==> src/rtl/cfs_rx_ctrl.sv <==
// cfs_rx_ctrl: RX-side aligner controller; checks MD transfers, pushes legal ones to the FIFO, counts drops.
// Define CFS_RX_CTRL_DROP_ERR_EN to answer dropped transfers with md_rx_err=1 instead of a silent drop.
module cfs_rx_ctrl #(
   parameter  int ALGN_DATA_WIDTH = 32,
   parameter  int CNT_DROP_WIDTH  = 8,
   localparam int OFFSET_WIDTH    = ALGN_DATA_WIDTH <= 8 ? 1 : $clog2(ALGN_DATA_WIDTH/8),
   localparam int SIZE_WIDTH      = $clog2(ALGN_DATA_WIDTH/8) + 1
) (
   input  logic                       pclk,
   input  logic                       presetn,
   input  logic                       md_rx_valid,
   input  logic [ALGN_DATA_WIDTH-1:0] md_rx_data,
   input  logic [OFFSET_WIDTH-1:0]    md_rx_offset,
   input  logic [SIZE_WIDTH-1:0]      md_rx_size,
   output logic                       md_rx_ready,
   output logic                       md_rx_err,
   output logic                       push_valid,
   output logic [ALGN_DATA_WIDTH-1:0] push_data,
   output logic [OFFSET_WIDTH-1:0]    push_offset,
   output logic [SIZE_WIDTH-1:0]      push_size,
   input  logic                       push_ready,
   input  logic                       ctrl_clr,
   output logic [CNT_DROP_WIDTH-1:0]  status_cnt_drop,
   output logic                       max_drop
);
   localparam logic [31:0] B = 32'(ALGN_DATA_WIDTH/8);
   typedef enum logic [1:0] {IDLE, PUSH, RESP} state_t;
   state_t                     state_q, state_d;
   logic [ALGN_DATA_WIDTH-1:0] data_q, data_d;
   logic [OFFSET_WIDTH-1:0]    off_q, off_d;
   logic [SIZE_WIDTH-1:0]      size_q, size_d;
   logic [CNT_DROP_WIDTH-1:0]  cnt_q, cnt_d;
   logic [31:0]                off_w, size_w;
   logic                       legal, drop;
   assign off_w = 32'(md_rx_offset);
   assign size_w = 32'(md_rx_size);
   // the divisor is forced to 1 when size is 0; that case is already illegal
   assign legal = (size_w != 0) && (off_w + size_w <= B)
                  && ((B + off_w) % ((size_w == 0) ? 32'd1 : size_w) == 0);
   always_comb begin
      state_d = state_q;
      data_d  = data_q;
      off_d   = off_q;
      size_d  = size_q;
      drop    = 1'b0;
      case (state_q)
         IDLE: if (md_rx_valid) begin
            data_d  = md_rx_data;
            off_d   = md_rx_offset;
            size_d  = md_rx_size;
            drop    = !legal;
            state_d = legal ? PUSH : RESP;
         end
         PUSH: state_d = push_ready ? RESP : PUSH;
         default: state_d = IDLE;
      endcase
      cnt_d = ctrl_clr ? '0 : (drop && !max_drop) ? cnt_q + CNT_DROP_WIDTH'(1) : cnt_q;
   end
   always_ff @(posedge pclk or negedge presetn) begin
      if (!presetn) begin
         state_q <= IDLE;
         data_q  <= '0;
         off_q   <= '0;
         size_q  <= '0;
         cnt_q   <= '0;
      end else begin
         state_q <= state_d;
         data_q  <= data_d;
         off_q   <= off_d;
         size_q  <= size_d;
         cnt_q   <= cnt_d;
      end
   end
   assign push_valid      = state_q == PUSH;
   assign md_rx_ready     = state_q == RESP;
   assign push_data       = data_q;
   assign push_offset     = off_q;
   assign push_size       = size_q;
   assign status_cnt_drop = cnt_q;
   assign max_drop        = &cnt_q;
`ifdef CFS_RX_CTRL_DROP_ERR_EN
   logic err_q;
   always_ff @(posedge pclk or negedge presetn) begin
      if (!presetn) err_q <= 1'b0;
      else if (state_q == IDLE && md_rx_valid) err_q <= drop;
   end
   assign md_rx_err = md_rx_ready && err_q;
`else
   assign md_rx_err = 1'b0;
`endif
endmodule

==> config.mk <==
export PLATFORM = sky130hd
export DESIGN_NAME = cfs_rx_ctrl
export DESIGN_NICKNAME = d
export VERILOG_FILES = /design/src/rtl/cfs_rx_ctrl.sv
export SDC_FILE = /design/constraint.sdc
export NUM_CORES = 1
export LEC_CHECK = 0
export ABC_AREA = 1
export CAP_MARGIN = 5
export CORE_ASPECT_RATIO = 0.7
export CORE_UTILIZATION = 46
export CTS_BUF_LIST = sky130_fd_sc_hd__clkbuf_4 sky130_fd_sc_hd__clkbuf_8
export DETAILED_ROUTE_END_ITERATION = 16
export PLACE_DENSITY = 0.72
export SYNTH_ARGS = -nofsm -noshare
export SYNTH_HDL_FRONTEND = slang
export SYNTH_SLANG_ARGS = --single-unit
==> constraint.sdc <==
create_clock -name pclk -period 2.65 [get_ports pclk]
set_input_delay 0.3975 -clock pclk [delete_from_list [all_inputs] [get_ports pclk]]
set_output_delay 0.3975 -clock pclk [all_outputs]
set_load 0.01 [all_outputs]
==> results of run 1 <==
[metal layers]
metal | GRT usage, % | overflow
met5 | 26.9 | 0
met4 | 73.5 | 1
met3 | 54.5 | 0
met2 | 90.4 | 0
met1 | 70.0 | 0
[logic make-up after synthesis]
family,Yosys count
adder cells (fa/ha/maj),20
AO/OA/AOI/OAI,59
multiplexers,32
flip-flops,47
other,1
XOR/XNOR,14
AND/OR/NAND/NOR,425
buffers and inverters,117
[what timing repair did]
action                                  CTS
buffers inserted                         82
gates resized for setup                  86
pin swaps                                59
endpoints found under the setup margin   10
cloned                                    2
[metrics by stage]
step | worst slack (ps) | std cells | setup TNS (ps)
after CTS | -3630 | 1188 | -36030
after global placement | -4500 | 1096 | -44680
after floorplan | -4270 | 715 | -42370
after detailed placement | -4790 | 1096 | -47580
==> flow_metrics.tcl, run 1 <==
set metrics [dict create \
    outcome "aborted with a tool error" \
    lastStage "5_1_grt" \
    error_message "[ERROR GRT-0232] Routing congestion too high. Check the congestion heatmap in the GUI." \
    initial_antenna_violation_count 6 \
    cts.sinks 47 \
    post_synth_edffs 0 \
    synth.net_count 777 \
    num_io_pins 91 \
    synth.top_cell.area_share_pct 24.2 \
    syn_area_sq_mm 0.00486 \
    yosys.area_share.adder_pct 5.46 \
    io_buffer_count 89 \
    synth-compound-area-share_pct 7.21 \
    die_outline_height_microns 88.0 \
    ys.flop_type "sky130_fd_sc_hd__dfrtp_1" \
    postGrtWorstEndpoint "status_cnt_drop[7]$_DFFE_PN0P_/D" \
    die-width_microns 125 \
    globalplace.congestion 0.968 \
    cts_max_path_buffers 2 \
    synth-seq-cells 47 \
    netlist_top_cells_area "sky130_fd_sc_hd__dfrtp_1, sky130_fd_sc_hd__nand2_1, sky130_fd_sc_hd__mux2_2" \
    ctsHtreeMaxLevel 2 \
    async_flop_share_pct 100 \
    synthTopCellsByCount "sky130_fd_sc_hd__nand2_1, sky130_fd_sc_hd__inv_1, sky130_fd_sc_hd__nand3_1" \
    grt_util_all_layers_pct 71.0 \
    place_hpwl_mm 13.5 \
    grt_overflow_total 1 \
    numCtsBuffers 5 \
    synth.most_common_cell "sky130_fd_sc_hd__nand2_1" \
    num_rows 30 \
    synthCells 715 \
    grt_start_max_net_pins 48 \
    synthXorXnorAreaFrac_pct 2.53 \
    timing.worst_endpoint.kind "sequential cell input" \
    floorplan.initialDensity_pct 48.6 \
    synth_top_family_by_area "simple AND/OR/NAND/NOR gates" \
    synth.yosys.seq_area_share_pct 24.2 \
    synth.area.mux_share_pct 7.42 \
    clock_tree.root_cell "sky130_fd_sc_hd__clkbuf_8" \
    synth_simple_gate_area_share_pct 43.1 \
    detailed_place.area_sq_mm 0.00734 \
    synth.avg_cell_area_sq_um 6.79 \
    post-synth-top-area-cell "sky130_fd_sc_hd__dfrtp_1" \
    synth_cell_types 45 \
    yosys_warnings 0 \
    cts_hold_buffers 0 \
]
==> run 2: changes to the inputs <==
==> config.mk (replaced) <==
export PLATFORM = sky130hd
export DESIGN_NAME = cfs_rx_ctrl
export DESIGN_NICKNAME = d
export VERILOG_FILES = /design/src/rtl/cfs_rx_ctrl.sv
export SDC_FILE = /design/constraint.sdc
export NUM_CORES = 1
export LEC_CHECK = 0
export ABC_AREA = 1
export CAP_MARGIN = 5
export CORE_UTILIZATION = 31
export DETAILED_ROUTE_END_ITERATION = 16
export PLACE_DENSITY_LB_ADDON = 0.15
export SYNTH_ARGS = -nofsm -noshare
export SYNTH_HDL_FRONTEND = slang
export SYNTH_SLANG_ARGS = --single-unit
==> run 2 against run 1 <==
Net effect:
- the flow now finishes, with violations (negative setup slack)
- synthesized cell count unchanged
- synthesized area stayed put
==> flow_metrics.tcl, run 2 <==
set metrics [dict create \
    synth-seq-cells 47 \
    timing.final.max_slew_violations 0 \
    mostFrequentLayoutCell "sky130_fd_sc_hd__buf_4" \
    slew_headroom_pct 30.6 \
    clock_tree.root_cell "sky130_fd_sc_hd__clkbuf_16" \
    die-width_microns 127 \
    globalplace.congestion 0.904 \
    dieArea_sq_mm 0.0162 \
    synth.yosys.seq_area_share_pct 24.2 \
    grt_first_pass_wirelength_mm 27.2 \
    setup.worst_path.start_class "input port" \
    grt_util_all_layers_pct 20.6 \
    tns_ps -37990 \
    grt_setup_unrepaired "yes" \
    leakage_nw 4.26 \
    core_area_sq_mm 0.0153 \
    post_drt_via_cell_ratio 4.66 \
    io_buffer_count 89 \
    post_synth_edffs 0 \
    outcome "finished, violations left" \
    swShare_pct 41.1 \
    maxClockFrequency_mhz 154 \
    timing.critical_path.slowest_cell_delay_ps 280 \
    finalSetupViolCount 10 \
    timing.critical_path.fanout_max 8 \
    grt_pass1_vias 5713 \
    post-synth-top-area-cell "sky130_fd_sc_hd__dfrtp_1" \
    cts_max_path_buffers 2 \
    synth_cell_types 45 \
    timing.hold.worst.class "in2async" \
    synth.top_cell.area_share_pct 24.2 \
    yosys_warnings 0 \
    critical_path_required_ps 2880 \
    finalInstanceArea_sq_mm 0.00840 \
    async_flop_share_pct 100 \
    synthTopCellsByCount "sky130_fd_sc_hd__nand2_1, sky130_fd_sc_hd__inv_1, sky130_fd_sc_hd__nand3_1" \
    layout_common_cells "sky130_fd_sc_hd__buf_4, sky130_fd_sc_hd__nand2_1, sky130_fd_sc_hd__clkdlybuf4s50_1, sky130_fd_sc_hd__inv_1, sky130_fd_sc_hd__nand3_1" \
    synthCells 715 \
    reg2reg_to "status_cnt_drop[4]" \
    synth.most_common_cell "sky130_fd_sc_hd__nand2_1" \
    wl_per_cell_microns 13.2 \
    clock_power_share_pct 10.8 \
    crit_path_frequent_cell "sky130_fd_sc_hd__nand2_1" \
    die_outline_height_microns 127 \
    cts.sinks 47 \
    syn_area_sq_mm 0.00486 \
    timing.final.hold_violations 0 \
    dr.pass1.iters 4 \
    drt-initial-drc-count 282 \
    num_io_pins 91 \
    period_needed_ps 6470 \
    initial_antenna_violation_count 0 \
    clk_latency_ps 290 \
    timing.critical_path.to_type "register" \
    detailed_place.area_sq_mm 0.00751 \
    floorplan.initialDensity_pct 31.8 \
    worstPathArrival_ps 6700 \
    cts_hold_buffers 0 \
    antenna_violating_nets_post_route 0 \
    power_frac_seq_pct 17.5 \
    powerDensity_mw_per_mm2 795 \
    worst-slew-pin-transition_ps 1040 \
    rr_worst_depth 7 \
    grt_overflow_total 0 \
    numCtsBuffers 5 \
    final.setup.worst_slack_ps -3820 \
    place_hpwl_mm 12.9 \
    largest_register_ffs 32 \
    cell_internal_pwr_mw 3.93 \
    grt_start_max_net_pins 48 \
    skew_ps 7.41 \
    violated_checks "negative setup slack" \
    peakVddDrop_mv 0.386 \
    postRouteWirelength_mm 16.4 \
    final_net_count 1089 \
    reg2reg_from "status_cnt_drop[0]" \
    cts_tree "yes" \
    drive_gt1_share_pct 40.5 \
    ys.flop_type "sky130_fd_sc_hd__dfrtp_1" \
    min_period_over_period_pct 244 \
    ctsHtreeMaxLevel 2 \
    drc_errors 0 \
    power.combinational.fraction_pct 71.7 \
    timing.critical_path.slowest_stage_cell "sky130_fd_sc_hd__a211oi_2" \
    synth.avg_cell_area_sq_um 6.79 \
    synth.net_count 777 \
    maxCapViolations 0 \
    netSwitchingPower_mw 2.74 \
    area_overhead_of_the_layout_relative_to_synthesis_pct 72.9 \
    netlist_top_cells_area "sky130_fd_sc_hd__dfrtp_1, sky130_fd_sc_hd__nand2_1, sky130_fd_sc_hd__mux2_2" \
    vias 5773 \
    regToRegSetupSlack_ps 670 \
    path_clk_slew_ps 70 \
    setup.worst_path.class "in2reg" \
    number_of_inserted_diodes 0 \
    num_rows 45 \
]
run 2: worst max path at each step:
stage	startpoint	slack, ps	end
2_1_floorplan	md_rx_size[2]	-4270	status_cnt_drop[2]
3_3_place_gp	md_rx_size[2]	-4690	status_cnt_drop[2]
3_5_place_dp	md_rx_size[2]	-4970	status_cnt_drop[6]
4_1_cts	md_rx_size[1]	-3720	status_cnt_drop[6]
5_1_grt	md_rx_size[2]	-4290	status_cnt_drop[0]
6_report	md_rx_size[2]	-3820	status_cnt_drop[4]
run 2: stage by stage:
stage | hold slack (ps) | setup slack, ps | total power [mW] | std cells | util, %
3_5_place_dp | 473 | -4970 | 5.59 | 1186 | 49.2
6_report | 293 | -3820 | 6.67 | 1239 | 55.0
4_1_cts | 331 | -3720 | 6.58 | 1227 | 53.7
3_3_place_gp | 464 | -4690 | 5.53 | 1186 | 49.2
2_1_floorplan | 102 | -4270 | 3.42 | 715 | -
5_1_grt | 380 | -4290 | 7.23 | 1239 | 55.0
run 2: final cells by class:
cell class	instances	area, sq um
clock buffer	5	125
clock inverter	3	46.3
fill	1422	6860
inverter	105	447
multi-input combinational	555	3710
sequential	47	1180
tap	211	264
timing repair buffer	313	2630
run 2: repair_timing:
item,in CTS,in global routing
gates cloned,4,0
setup buffers,29,13
pin swaps,56,41
endpoints found under the setup margin,10,10
gates resized for setup,76,26
run 2: worst max-delay path: cells and delay by family:
family | cells | cell delay, ps
AOI/OAI and AO/OA | 5 | 850
xor gates and xnor gates | 1 | 60
adders and majority gates | 3 | 600
buffers and inverters | 17 | 1450
and+or+nand+nor | 36 | 3330
run 2: layer usage:
layer	up-vias	GRT usage (%)	part of all wire, %
li1	2945	-	-
met1	2662	27.5	48
met2	148	35.7	46
met3	18	1.97	4.4
met4	0	5.18	1.6
met5	-	0	0
run 2: logic make-up after synthesis:
kind of cell	after synthesis	synth area share [%]
other cells	1	0.0772
xor+xnor	14	2.53
compound gates	59	7.21
fa+ha+maj	20	5.46
buf+inv	117	9.97
flops	47	24.2
simple gates	425	43.1
mux	32	7.42
run 2: power by group through the flow:
stage	combinational [mW]	sequential [mW]	clock (mW)
3_3_place_gp	4.37	1.16	0
2_1_floorplan	2.09	1.32	0
5_1_grt	5.25	1.21	0.767
6_report	4.79	1.17	0.719
4_1_cts	4.67	1.17	0.735
3_5_place_dp	4.40	1.19	0
Note: power is estimated with default switching activity, not from simulation.
==> run 3: changes to the inputs <==
--- a/config.mk
+++ b/config.mk
@@ -10,6 +10,7 @@
 export CORE_UTILIZATION = 31
 export DETAILED_ROUTE_END_ITERATION = 16
 export PLACE_DENSITY_LB_ADDON = 0.15
+export RECOVER_POWER = 50
 export SYNTH_ARGS = -nofsm -noshare
 export SYNTH_HDL_FRONTEND = slang
 export SYNTH_SLANG_ARGS = --single-unit
==> constraint.sdc (replaced) <==
create_clock -name pclk -period 5.9 [get_ports pclk]
set_input_delay 0.885 -clock pclk [delete_from_list [all_inputs] [get_ports pclk]]
set_output_delay 0.885 -clock pclk [all_outputs]
set_load 0.01 [all_outputs]
==> run 3 against run 2 <==
Net effect:
- global-route usage decreased by 1.1 points
- clock-buffer cell count unchanged
- highest routed layer unchanged
- final area decreased by 1.8%
- the run ends with max-capacitance violations, max-slew violations, negative setup slack left
- clock power decreased by 56%
- clock skew decreased by 2.1 ps
- first-iteration DRC count increased by 1.8%
- power decreased by 56%
- final cell count decreased by 1.7%
- critical path depth decreased by 1
- die area unchanged
- combinational power decreased by 56%
==> flow_metrics.tcl, run 3 (synthesized netlist as in run 2, its figures left out) <==
set metrics [dict create \
    initial_antenna_violation_count 0 \
    regToRegSetupSlack_ps 3300 \
    mostFrequentLayoutCell "sky130_fd_sc_hd__buf_4" \
    cts.sinks 47 \
    ctsHtreeMaxLevel 2 \
    core_area_sq_mm 0.0153 \
    clk_latency_ps 280 \
    leakage_nw 4.18 \
    cts_max_path_buffers 2 \
    antenna_violating_nets_post_route 0 \
    worst-slew-pin-transition_ps 2410 \
    grt_util_met3_pct 2.55 \
    number_of_inserted_diodes 0 \
    postRouteWirelength_mm 15.6 \
    crit_path_frequent_cell "sky130_fd_sc_hd__nand3_4" \
    clock_tree.root_cell "sky130_fd_sc_hd__clkbuf_16" \
    die_outline_height_microns 127 \
    final.setup.worst_slack_ps -1010 \
    dieArea_sq_mm 0.0162 \
    numCtsBuffers 5 \
    grt.busiest_layer "met2" \
    die-width_microns 127 \
    grt_start_max_net_pins 48 \
    wl_per_cell_microns 12.8 \
    floorplan.initialDensity_pct 31.8 \
    powerDensity_mw_per_mm2 357 \
    setup.worst_path.start_class "input port" \
    timing.critical_path.slowest_stage_cell "sky130_fd_sc_hd__ha_4" \
    cts_hold_buffers 0 \
    grt_first_pass_wirelength_mm 25.8 \
    io_buffer_count 89 \
    period_needed_ps 6910 \
    grt_pass1_vias 5484 \
    timing.critical_path.to_type "register" \
    timing.critical_path.fanout_max 8 \
    hold_path.startpoint "push_offset[1]" \
    timing.critical_path.slowest_cell_delay_ps 290 \
    dr.pass1.iters 5 \
    maxClockFrequency_mhz 145 \
    drive_gt1_share_pct 39.9 \
    place_ws_ps -2190 \
    slew_headroom_pct -60.8 \
    final_net_count 1068 \
    rr_worst_depth 4 \
    num_io_pins 91 \
    grt_util_met2_pct 33.5 \
    worstPathArrival_ps 7130 \
    maxCapViolations 2 \
    setup.worst_path.class "in2reg" \
    fin_worst_hold_slack_ps 483 \
    skew_ps 5.29 \
    path_clk_slew_ps 60 \
    grt_util_all_layers_pct 19.6 \
    drt-initial-drc-count 287 \
    outcome "finished, violations left" \
    reg2reg_from "state_q[0]" \
    critical_path_required_ps 6120 \
    post_drt_via_cell_ratio 4.60 \
    peakVddDrop_mv 0.170 \
    largest_register_ffs 32 \
    globalplace.congestion 0.901 \
    vias 5606 \
    timing.final.hold_violations 0 \
    area_overhead_of_the_layout_relative_to_synthesis_pct 69.8 \
    cts_tree "yes" \
    met1_usage_pct 26.2 \
    place_hpwl_mm 12.6 \
    timing.final.max_slew_violations 91 \
    totalPowerFinal_mw 2.94 \
    grt_setup_unrepaired "yes" \
    finalSetupViolCount 10 \
    reg2reg_to "push_data[4]" \
    min_period_over_period_pct 117 \
    hold-path-cell-count 2 \
    drc_errors 0 \
    grt_overflow_total 0 \
    num_rows 45 \
    layout_common_cells "sky130_fd_sc_hd__buf_4, sky130_fd_sc_hd__nand2_1, sky130_fd_sc_hd__inv_1, sky130_fd_sc_hd__clkdlybuf4s50_1, sky130_fd_sc_hd__nand3_1" \
    violated_checks "max-capacitance violations, max-slew violations, negative setup slack" \
    timing.hold.worst_endpoint "push_offset[1]" \
    timing.hold.worst.class "reg2reg" \
]
## run 3: changes by cell type in the layout (fill, tap and decap cells not counted), moves of 2 or more
cell                              delta
sky130_fd_sc_hd__nand2_8             +2
sky130_fd_sc_hd__nand2_2             +8
sky130_fd_sc_hd__buf_6               -2
sky130_fd_sc_hd__buf_4              -18
sky130_fd_sc_hd__nand2_1            -11
sky130_fd_sc_hd__dlygate4sd3_1      +15
sky130_fd_sc_hd__clkbuf_1            +2
sky130_fd_sc_hd__clkdlybuf4s50_1    -15
## run 3: critical path: cells and delay by family
family,cells,cell delay [ps]
AND/OR/NAND/NOR,39,3510
buffers and inverters,15,1440
adder cells (fa/ha/maj),3,700
AO/OA/AOI/OAI,4,560
## run 3: area by class of cell
| type | count | area [sq um] |
|---|---|---|
| multi-input cells | 554 | 3730 |
| inverters | 105 | 449 |
| clock inverters | 3 | 46.3 |
| flip-flops and latches | 47 | 1180 |
| well taps | 211 | 264 |
| clock buffers | 5 | 125 |
| fillers | 1458 | 7010 |
| repair buffers | 293 | 2450 |
## run 3: worst max path at each step
stage / from / endpoint / slack, ps / cells past startpoint
finish: md_rx_size[2] / status_cnt_drop[3] / -1010 / 61
global route: md_rx_size[2] / status_cnt_drop[2] / -1440 / 61
CTS: md_rx_size[2] / status_cnt_drop[0] / -920 / 61
detailed placement: md_rx_size[2] / status_cnt_drop[2] / -2190 / 62
global placement: md_rx_size[0] / status_cnt_drop[2] / -2010 / 60
floorplan: md_rx_size[2] / status_cnt_drop[2] / -1510 / 64
## run 3: through the flow
stage          area [sq um]  TNS (ps)  utilization [%]  cells
5_1_grt                8250    -14130             54.0   1218
4_1_cts                8070     -8960             52.9   1210
3_5_place_dp           7480    -21630             49.0   1180
2_1_floorplan          5070    -14750                -    715
3_3_place_gp           7480    -19870             49.0   1180
6_report               8250     -9880             54.0   1218
## run 3: power by group
part	internal, mW	switching, mW	leakage, nW
registers	0.457	0.0655	0.571
clock network	0.201	0.114	0.0804
logic	1.08	1.03	3.53
total	1.73	1.21	4.18
## run 3: per-layer routing
| metal | vias up | wire [microns] |
|---|---|---|
| met4 | 0 | 212 |
| met1 | 2542 | 7200 |
| met5 | - | 0 |
| met3 | 16 | 987 |
| met2 | 155 | 7220 |
| li1 | 2893 | - |
## run 3: timing repair
action,in CTS,in global routing
setup endpoints to repair,10,10
gates cloned,2,1
gates resized for setup,77,36
pin swaps,51,43
buffers inserted,21,7
endpoints found under the hold margin,0,0
